## config.mk

```make
export PLATFORM = sky130hd
export DESIGN_NAME = operand_scoreboard_flat
export DESIGN_NICKNAME = d
export VERILOG_FILES = /design/src/rtl/operand_scoreboard_if.sv /design/src/rtl/operand_scoreboard.sv /design/src/flat_wrapper.sv
export SDC_FILE = /design/constraint.sdc
export NUM_CORES = 1
export LEC_CHECK = 0
export CORE_MARGIN = 2
export CORE_UTILIZATION = 61
export DETAILED_ROUTE_END_ITERATION = 10
export MAX_ROUTING_LAYER = met4
export PLACE_DENSITY = 0.88
export SYNTH_ARGS = -nofsm -noshare
export SYNTH_HDL_FRONTEND = slang
export SYNTH_SLANG_ARGS = --single-unit
```

## constraint.sdc

```tcl
create_clock -name clk -period 6.2 [get_ports clk]
set_input_delay 0.62 -clock clk [delete_from_list [all_inputs] [get_ports clk]]
set_output_delay 0.62 -clock clk [all_outputs]
set_load 0.02 [all_outputs]
```

## src/rtl/operand_scoreboard_if.sv

```systemverilog
// Decode-to-operand-fetch bundle: per-slot read/write descriptors in, per-slot grants and busy map out.
interface operand_scoreboard_if #(
  parameter int unsigned ISSUE = 2,
  parameter int unsigned NREG  = 32,
  parameter int unsigned AW    = 5,
  parameter int unsigned LW    = 3
);
  logic                    flush;
  logic                    hold;
  logic [ISSUE-1:0]        issue_valid;
  logic [2*ISSUE-1:0]      rd_en;
  logic [2*ISSUE*AW-1:0]   rd_addr;
  logic [ISSUE-1:0]        wr_en;
  logic [ISSUE*AW-1:0]     wr_addr;
  logic [ISSUE*LW-1:0]     wr_lat;
  logic [ISSUE-1:0]        issue_grant;
  logic                    stall;
  logic [NREG-1:0]         busy_vec;

  modport master (
    output flush, hold, issue_valid, rd_en, rd_addr, wr_en, wr_addr, wr_lat,
    input  issue_grant, stall, busy_vec
  );

  modport slave (
    input  flush, hold, issue_valid, rd_en, rd_addr, wr_en, wr_addr, wr_lat,
    output issue_grant, stall, busy_vec
  );
endinterface

```

## src/rtl/operand_scoreboard.sv

```systemverilog
// Per-register latency scoreboard: grants in-order issue per slot, blocking on pending
// producers (RAW/WAW) and on hazards between slots of the same bundle.
module operand_scoreboard #(
  parameter int unsigned ISSUE = 2,
  parameter int unsigned NREG  = 32,
  parameter int unsigned AW    = 5,
  parameter int unsigned LW    = 3
) (
  input  logic                 clk,
  input  logic                 rst,
  operand_scoreboard_if.slave  sb
);

  logic [LW-1:0]    cnt_q [NREG];
  logic [LW-1:0]    cnt_d [NREG];
  logic [ISSUE-1:0] raw_sb;
  logic [ISSUE-1:0] waw_sb;
  logic [ISSUE-1:0] raw_in;
  logic [ISSUE-1:0] waw_in;
  logic [ISSUE-1:0] grant;

  // Register 0 and out-of-range addresses read as never pending.
  function automatic logic [LW-1:0] cnt_at(input logic [AW-1:0] a);
    if (a == '0 || 32'(a) >= NREG) return '0;
    return cnt_q[a];
  endfunction

  always_comb begin
    logic [AW-1:0] ra;
    logic [AW-1:0] wa;
    logic [AW-1:0] wj;
    logic [LW-1:0] lat;
    logic          wj_live;
    raw_sb  = '0;
    waw_sb  = '0;
    raw_in  = '0;
    waw_in  = '0;
    ra      = '0;
    wa      = '0;
    wj      = '0;
    lat     = '0;
    wj_live = 1'b0;
    for (int unsigned i = 0; i < ISSUE; i++) begin
      wa  = sb.wr_addr[i*AW +: AW];
      lat = sb.wr_lat[i*LW +: LW];
      if (sb.wr_en[i] && cnt_at(wa) > lat) waw_sb[i] = 1'b1;
      for (int unsigned p = 0; p < 2; p++) begin
        ra = sb.rd_addr[(2*i+p)*AW +: AW];
        if (sb.rd_en[2*i+p] && cnt_at(ra) != '0) raw_sb[i] = 1'b1;
      end
      for (int unsigned j = 0; j < i; j++) begin
        wj      = sb.wr_addr[j*AW +: AW];
        wj_live = sb.issue_valid[j] && sb.wr_en[j] && (wj != '0);
        if (wj_live && sb.wr_en[i] && wa == wj) waw_in[i] = 1'b1;
        for (int unsigned p = 0; p < 2; p++) begin
          ra = sb.rd_addr[(2*i+p)*AW +: AW];
          if (wj_live && sb.rd_en[2*i+p] && ra == wj) raw_in[i] = 1'b1;
        end
      end
    end
  end

  // hold only gates slot 0 explicitly; younger slots inherit it through the grant chain.
  always_comb begin
    grant = '0;
    for (int unsigned i = 0; i < ISSUE; i++) begin
      if (i == 0)
        grant[i] = sb.issue_valid[0] & ~sb.hold & ~raw_sb[0] & ~waw_sb[0];
      else
        grant[i] = grant[i-1] & sb.issue_valid[i] &
                   ~raw_sb[i] & ~waw_sb[i] & ~raw_in[i] & ~waw_in[i];
    end
  end

  always_comb begin
    logic [AW-1:0] wa;
    wa = '0;
    for (int unsigned r = 0; r < NREG; r++) cnt_d[r] = cnt_q[r];
    if (sb.flush) begin
      for (int unsigned r = 0; r < NREG; r++) cnt_d[r] = '0;
    end else if (!sb.hold) begin
      for (int unsigned r = 0; r < NREG; r++)
        if (cnt_q[r] != '0) cnt_d[r] = cnt_q[r] - 1'b1;
      // New producers override the decrement; at most one granted writer per register.
      for (int unsigned i = 0; i < ISSUE; i++) begin
        wa = sb.wr_addr[i*AW +: AW];
        if (grant[i] && sb.wr_en[i] && wa != '0 && 32'(wa) < NREG)
          cnt_d[wa] = sb.wr_lat[i*LW +: LW];
      end
    end
    cnt_d[0] = '0;
  end

  always_ff @(posedge clk) begin
    if (rst) begin
      for (int unsigned r = 0; r < NREG; r++) cnt_q[r] <= '0;
    end else begin
      for (int unsigned r = 0; r < NREG; r++) cnt_q[r] <= cnt_d[r];
    end
  end

  always_comb begin
    sb.busy_vec = '0;
    for (int unsigned r = 1; r < NREG; r++) sb.busy_vec[r] = (cnt_q[r] != '0);
  end

  assign sb.issue_grant = grant;
  assign sb.stall       = sb.issue_valid[0] & ~grant[0];

endmodule

```

## src/flat_wrapper.sv

```systemverilog
// flat-port wrapper written by rule: the top's interface ports become plain ports
module operand_scoreboard_flat 
#(
  parameter int unsigned ISSUE = 2,
  parameter int unsigned NREG  = 32,
  parameter int unsigned AW    = 5,
  parameter int unsigned LW    = 3
)
  (clk, rst, sb_flush, sb_hold, sb_issue_valid, sb_rd_en, sb_rd_addr, sb_wr_en, sb_wr_addr, sb_wr_lat, sb_issue_grant, sb_stall, sb_busy_vec);
  operand_scoreboard_if #(.ISSUE(ISSUE), .NREG(NREG), .AW(AW), .LW(LW)) sb_i ();
  input  logic clk;
  input  logic rst;
  input wire logic [$bits(sb_i.flush)-1:0] sb_flush;
  input wire logic [$bits(sb_i.hold)-1:0] sb_hold;
  input wire logic [$bits(sb_i.issue_valid)-1:0] sb_issue_valid;
  input wire logic [$bits(sb_i.rd_en)-1:0] sb_rd_en;
  input wire logic [$bits(sb_i.rd_addr)-1:0] sb_rd_addr;
  input wire logic [$bits(sb_i.wr_en)-1:0] sb_wr_en;
  input wire logic [$bits(sb_i.wr_addr)-1:0] sb_wr_addr;
  input wire logic [$bits(sb_i.wr_lat)-1:0] sb_wr_lat;
  output wire logic [$bits(sb_i.issue_grant)-1:0] sb_issue_grant;
  output wire logic [$bits(sb_i.stall)-1:0] sb_stall;
  output wire logic [$bits(sb_i.busy_vec)-1:0] sb_busy_vec;
  assign sb_i.flush = sb_flush;
  assign sb_i.hold = sb_hold;
  assign sb_i.issue_valid = sb_issue_valid;
  assign sb_i.rd_en = sb_rd_en;
  assign sb_i.rd_addr = sb_rd_addr;
  assign sb_i.wr_en = sb_wr_en;
  assign sb_i.wr_addr = sb_wr_addr;
  assign sb_i.wr_lat = sb_wr_lat;
  assign sb_issue_grant = sb_i.issue_grant;
  assign sb_stall = sb_i.stall;
  assign sb_busy_vec = sb_i.busy_vec;
  operand_scoreboard #(.ISSUE(ISSUE), .NREG(NREG), .AW(AW), .LW(LW)) u_core (.clk(clk), .rst(rst), .sb(sb_i));
endmodule
```

After elaboration in Yosys (flattened, before gate mapping)
Memory sizes are Yosys's and may differ from the RTL's.
Cells that the tools add are included.
{ "totals": {"n_memories": 1, "ram_bits": 96, "in_bits": 48, "reg_bits": 0, "out_inout_bits": 35} }
{ "memory_table": {"columns": ["name", "words", "width", "read_ports", "rd_clocked_by_memory_dff", "write_ports", "line", "rtl"], "rows": [
  ["u_core.cnt_q", 32, 3, 38, 0, 32, "operand_scoreboard.sv:14", "logic [LW-1:0] cnt_q [NREG];"]
]} }
{ "op_classes": {"n_addsub": 32, "n_bitwise": 51, "n_eq_ne": 3, "mux": 170, "reduce_logical": 64, "magnitude_cmp": 6} }
{ "ops": {"columns": ["cell", "n"], "rows": [
  ["3-bit two-way mux", 142],
  ["96-bit two-way mux", 3],
  ["93-bit two-way mux", 3],
  ["96-bit bitwise mux", 2],
  ["3-bit nonzero test", 36],
  ["3-bit by 1-bit subtractor with 3-bit output, second input constant", 32],
  ["1-bit bitwise OR", 32],
  ["3-bit demux with 5-bit select", 2],
  ["5-bit zero test", 6],
  ["1-bit logical AND", 20],
  ["1-bit two-way mux", 18],
  ["5-bit equality test", 3],
  ["6-bit >= comparator, second input constant", 2],
  ["6-bit by 1-bit less-than comparator with 1-bit output, second input constant", 2],
  ["5-bit inverter with 6-bit output", 2],
  ["5-bit nonzero test", 2],
  ["1-bit bitwise AND", 9],
  ["1-bit inverter", 8],
  ["3-bit greater-than comparator", 2]
]} }

Depth between registers and ports, before layout
{ "logic_depth": {"depth_word": 21, "depth_mapped": 21, "ltp_nobuf": 16} }

Worst setup path after synthesis
OpenSTA, ideal clock, no wires.
{ "synth_timing": {"kind": "in2out", "start": "input sb_wr_addr[0]", "end": "output sb_issue_grant[1]", "t_arrival_ps": 4938, "slack_ps": 642, "path_buffers": 4, "required_time_ps": 5580, "stages": 15, "cell_sequence": "clkbuf_1 clkbuf_1 buf_1 mux4_2 a22oi_1 nand4_1 ha_1 a21oi_1 o21ai_0 a311o_1 or4_1 nor3_2 and2_1 buf_4 and4_1"} }
{ "synth_via": {"elab_chain_cells": 13} }
{ "synth_lines": {"columns": ["element", "line", "rtl"], "rows": [
  ["start: declaration", "flat_wrapper.sv:19", "input wire logic [$bits(sb_i.wr_addr)-1:0] sb_wr_addr;"],
  ["parallel branches: the longest is 2 deep, another holds memory read 32 x 3 bit", null, null],
  ["3-bit two-way mux (*)", "operand_scoreboard.sv:25", "return cnt_q[a];"],
  ["3-bit greater-than comparator (*)", "operand_scoreboard.sv:46", "if (sb.wr_en[i] && cnt_at(wa) > lat) waw_sb[i] = 1'b1;"],
  ["1-bit logical AND (*)", "operand_scoreboard.sv:46", null],
  ["1-bit two-way mux (*)", "operand_scoreboard.sv:46", null],
  ["1-bit inverter (*)", "operand_scoreboard.sv:68", "grant[i] = sb.issue_valid[0] & ~sb.hold & ~raw_sb[0] & ~waw_sb[0];"],
  ["1-bit bitwise AND (*)", "operand_scoreboard.sv:68", null],
  ["via sb_issue_grant[0]", "flat_wrapper.sv:21", "output wire logic [$bits(sb_i.issue_grant)-1:0] sb_issue_grant;"],
  ["1-bit bitwise AND (*) (2 in a row)", "operand_scoreboard.sv:70", "grant[i] = grant[i-1] & sb.issue_valid[i] &"],
  ["1-bit bitwise AND (*) (3 in a row)", "operand_scoreboard.sv:71", "~raw_sb[i] & ~waw_sb[i] & ~raw_in[i] & ~waw_in[i];"],
  ["end: declaration", "flat_wrapper.sv:21", null]
]} }
Mark *: on every way through the listed nets, which the timed path passes.

Final worst setup path
{ "layout_timing": {"start": "input sb_wr_addr[3]", "end": "output sb_issue_grant[1]"} }
{ "layout_via": {"elab_chain_cells": 13} }
{ "layout_lines": {"columns": ["element", "line"], "rows": [
  ["parallel branches: the longest is 12 deep, another holds memory read 32 x 3 bit", null],
  ["1-bit bitwise AND (*)", "operand_scoreboard.sv:71"]
]} }
Mark *: on every way between the ends.

==> flow_summary.toml <==
[setup_path]
end_kind = "primary output"
worstSetupPathType = "primary input to primary output"
crit_path_start_kind = "primary input"
cp_data_required_time_ps = 5580
reg2reg_slack_ps = 1360
r2r-end = "u_core.cnt_q[28][2]"
crit_path_start = "sb_wr_addr[3]"
ff2ff_path_depth = 14
rr_startpoint = "u_core.cnt_q[11][2]"
cp_max_fo = 11
cp.arrival_ps = 5130

[final_layout]
nets = 1519
largest_register = "u_core.cnt_q"
drive_above_1_share = 0.0959
final_common_cell = "o21ai_0"
largestRegisters = "u_core.cnt_q x93"
antenna_cells = 0
largest_register_ffs = 93
syn2layout_area_growth_pct = 10.8
most-common-layout-cells = "o21ai_0 (150), nand2_1 (112), inv_1 (108), dfxtp_1 (93), mux2i_1 (90)"
design_area_um2 = 12100

[cts]
cts_buffers = 9
cts_hold_buf = 0
cts_buffer_depth = 2
htree_levels = 3
cts_tree = "built"
cts_sinks = 93
post-cts-setup-buffers = 0
clock_latency_ps = 370
path_clk_slew_ps = 80
cts_root_buf = "clkbuf_16"
cts_resized = 0

[timing]
max_freq_mhz = 174
hold_viol_final = 0
finalCriticalPeriod_ps = 5750
rsz0062_at_grt = "false"
hold_slack_ps = 592
fin_crit_sh = 0.928
drv_slew = 0
clock_skew_ps = 10.0
setup_tns_ps = 0
worst_pin_slew_ps = 1040
setup_slack_ps = 448
worst_slew_margin_rel = 0.307
finalSetupViolations = 0

[logic_synthesis]
synth_top_area_cell = "dfxtp_1"
synth_seq_cells = 93
yosysUniqueCellTypes = 67
ys_seq_area_frac = 0.171
synthesis.nets = 1503
yosysWarnings = 0
synthTopCellsByArea = "dfxtp_1 (17%), mux4_2 (9.9%), mux2i_1 (8.3%)"
synth_top_flop_cell = "dfxtp_1"
synth_edf_count = 0
synth_cells = 1387
synth_top_cell_area_share = 0.171
synth-async-reset-ratio = 0
syn_area_um2 = 10900
syn_avg_cell_area_um2 = 7.85

[global_route]
grt_overflow = 0
grt_usage = 0.451
antenna_found_initial = 0
grt_max_degree = 94
grt_pass1_wl_mm = 62.2
grt_pass1_vias = 10850

[detailed_routing]
remaining_drc_errors = 0
antenna_left = 0
met3_wirelength_mm = 6.95
routed-wl-met2_mm = 17.0
dr.pass1.iters = 6
drtIter0Drc = 1791
viasPerCell = 7.33
wire_per_inst_um = 25.5
met1_length_mm = 15.3
routed.top_layer = "met4"
drt-total-wl_mm = 41.7
vias = 11965

[placement]
place_ws_ps = 549
place.gp.congestion = 1.06
hpwl_mm = 29.9
io_buffers = 81
place_area_um2 = 11800

[hold_path]
hold_end = "u_core.cnt_q[30][0]"
holdPathStages = 2
hp-class = "register to register"
min_from = "u_core.cnt_q[30][0]"

[die]
dieArea_um2 = 18900
ios = 83
die_y_um = 138
coreArea_um2 = 17400
initial_core_util = 0.627
die_w_um = 138
rows = 48

[status]
status = "finished clean"

[power_and_ir_drop]
p_sw_mw = 0.456
seq_power_share = 0.420
p_clk_frac = 0.390
combPwrFrac = 0.190
leakage_nw = 4.82
power.total_mw = 1.42
max-vdd-ir-drop_v = 0.000139
sw_frac_of_total = 0.320
powerDensity_nw_per_um2 = 118
p_int_mw = 0.969

[flow_run]
cap_violations = 0
==> through the flow <==
step           instances   util
2_1_floorplan       1387      -
3_3_place_gp        1617  0.678
3_5_place_dp        1617  0.678
4_1_cts             1633  0.695
5_1_grt             1633  0.695
6_report            1633  0.695
==> critical path, stage by stage <==
cell and delay (ps):
clkdlybuf4s50_1 830, nand2_1 100, nor2_1 580, a22oi_1 230
nand4_1 150, ha_1 260, a21oi_1 150, o21ai_0 90
a311o_1 310, or4_1 530, nor3_2 190, and2_1 240
and4_1 220, clkdlybuf4s50_1 610
==> worst max-delay path by stage <==
stage                           to  slack (ps)  cells past startpoint
6_report         sb_issue_grant[1]         450                     14
5_1_grt          sb_issue_grant[1]         290                     14
4_1_cts          sb_issue_grant[1]         590                     14
3_5_place_dp   u_core.cnt_q[28][2]         550                     16
3_3_place_gp     sb_issue_grant[1]         670                     14
2_1_floorplan    sb_issue_grant[1]         640                     15
==> power by group through the flow <==
stage	Combinational [mW]	Clock [mW]	Sequential, mW
floorplan	0.152	0	0.612
global placement	0.255	0	0.613
detailed placement	0.256	0	0.613
CTS	0.258	0.554	0.599
global route	0.280	0.575	0.599
finish	0.271	0.555	0.599
==> metal layers <==
| metal | GRT usage | vias up |
|---|---|---|
| met5 | - | - |
| li1 | - | 5170 |
| met3 | 0.144 | 232 |
| met2 | 0.634 | 1089 |
| met4 | 0.221 | 0 |
| met1 | 0.585 | 5474 |
==> layout make-up <==
class	count	area [um2]
Multi-Input combinational cell	1076	8150
Sequential cell	93	1860
Fill cell	1441	5300
Inverter	108	405
Timing Repair Buffer	115	1070
Clock inverter	7	61.3
Tap cell	225	282
Clock buffer	9	225
==> cells by family after synthesis <==
family          synth area share
compound gates             0.232
simple gates               0.193
fa+ha+maj                 0.0782
xor+xnor                  0.0370
flops                      0.171
buf+inv                   0.0806
other cells             0.000345
mux                        0.208
==> synth_stat cells, drive strengths merged (4+ instances only) <==
cell / n
and2: 9
o21ai: 159
and3: 11
nand2b: 14
a221o: 5
and4: 8
nor2: 74
buf: 29
o311ai: 4
clkbuf: 81
inv: 108
a22o: 5
nor3b: 10
o2bb2a: 9
dfxtp: 93
nor4b: 9
xor2: 12
nand3: 20
nand2: 112
nand4: 16
nor3: 34
mux4: 48
xnor2: 34
a2111oi: 9
a31oi: 7
a22oi: 68
o211ai: 5
a21oi: 47
nor2b: 41
o21bai: 16
mux2i: 90
a221oi: 10
or3: 10
mux2: 25
ha: 68
a211oi: 12
a32oi: 14
nor4: 29
Power figures use the tool's default switching activity.
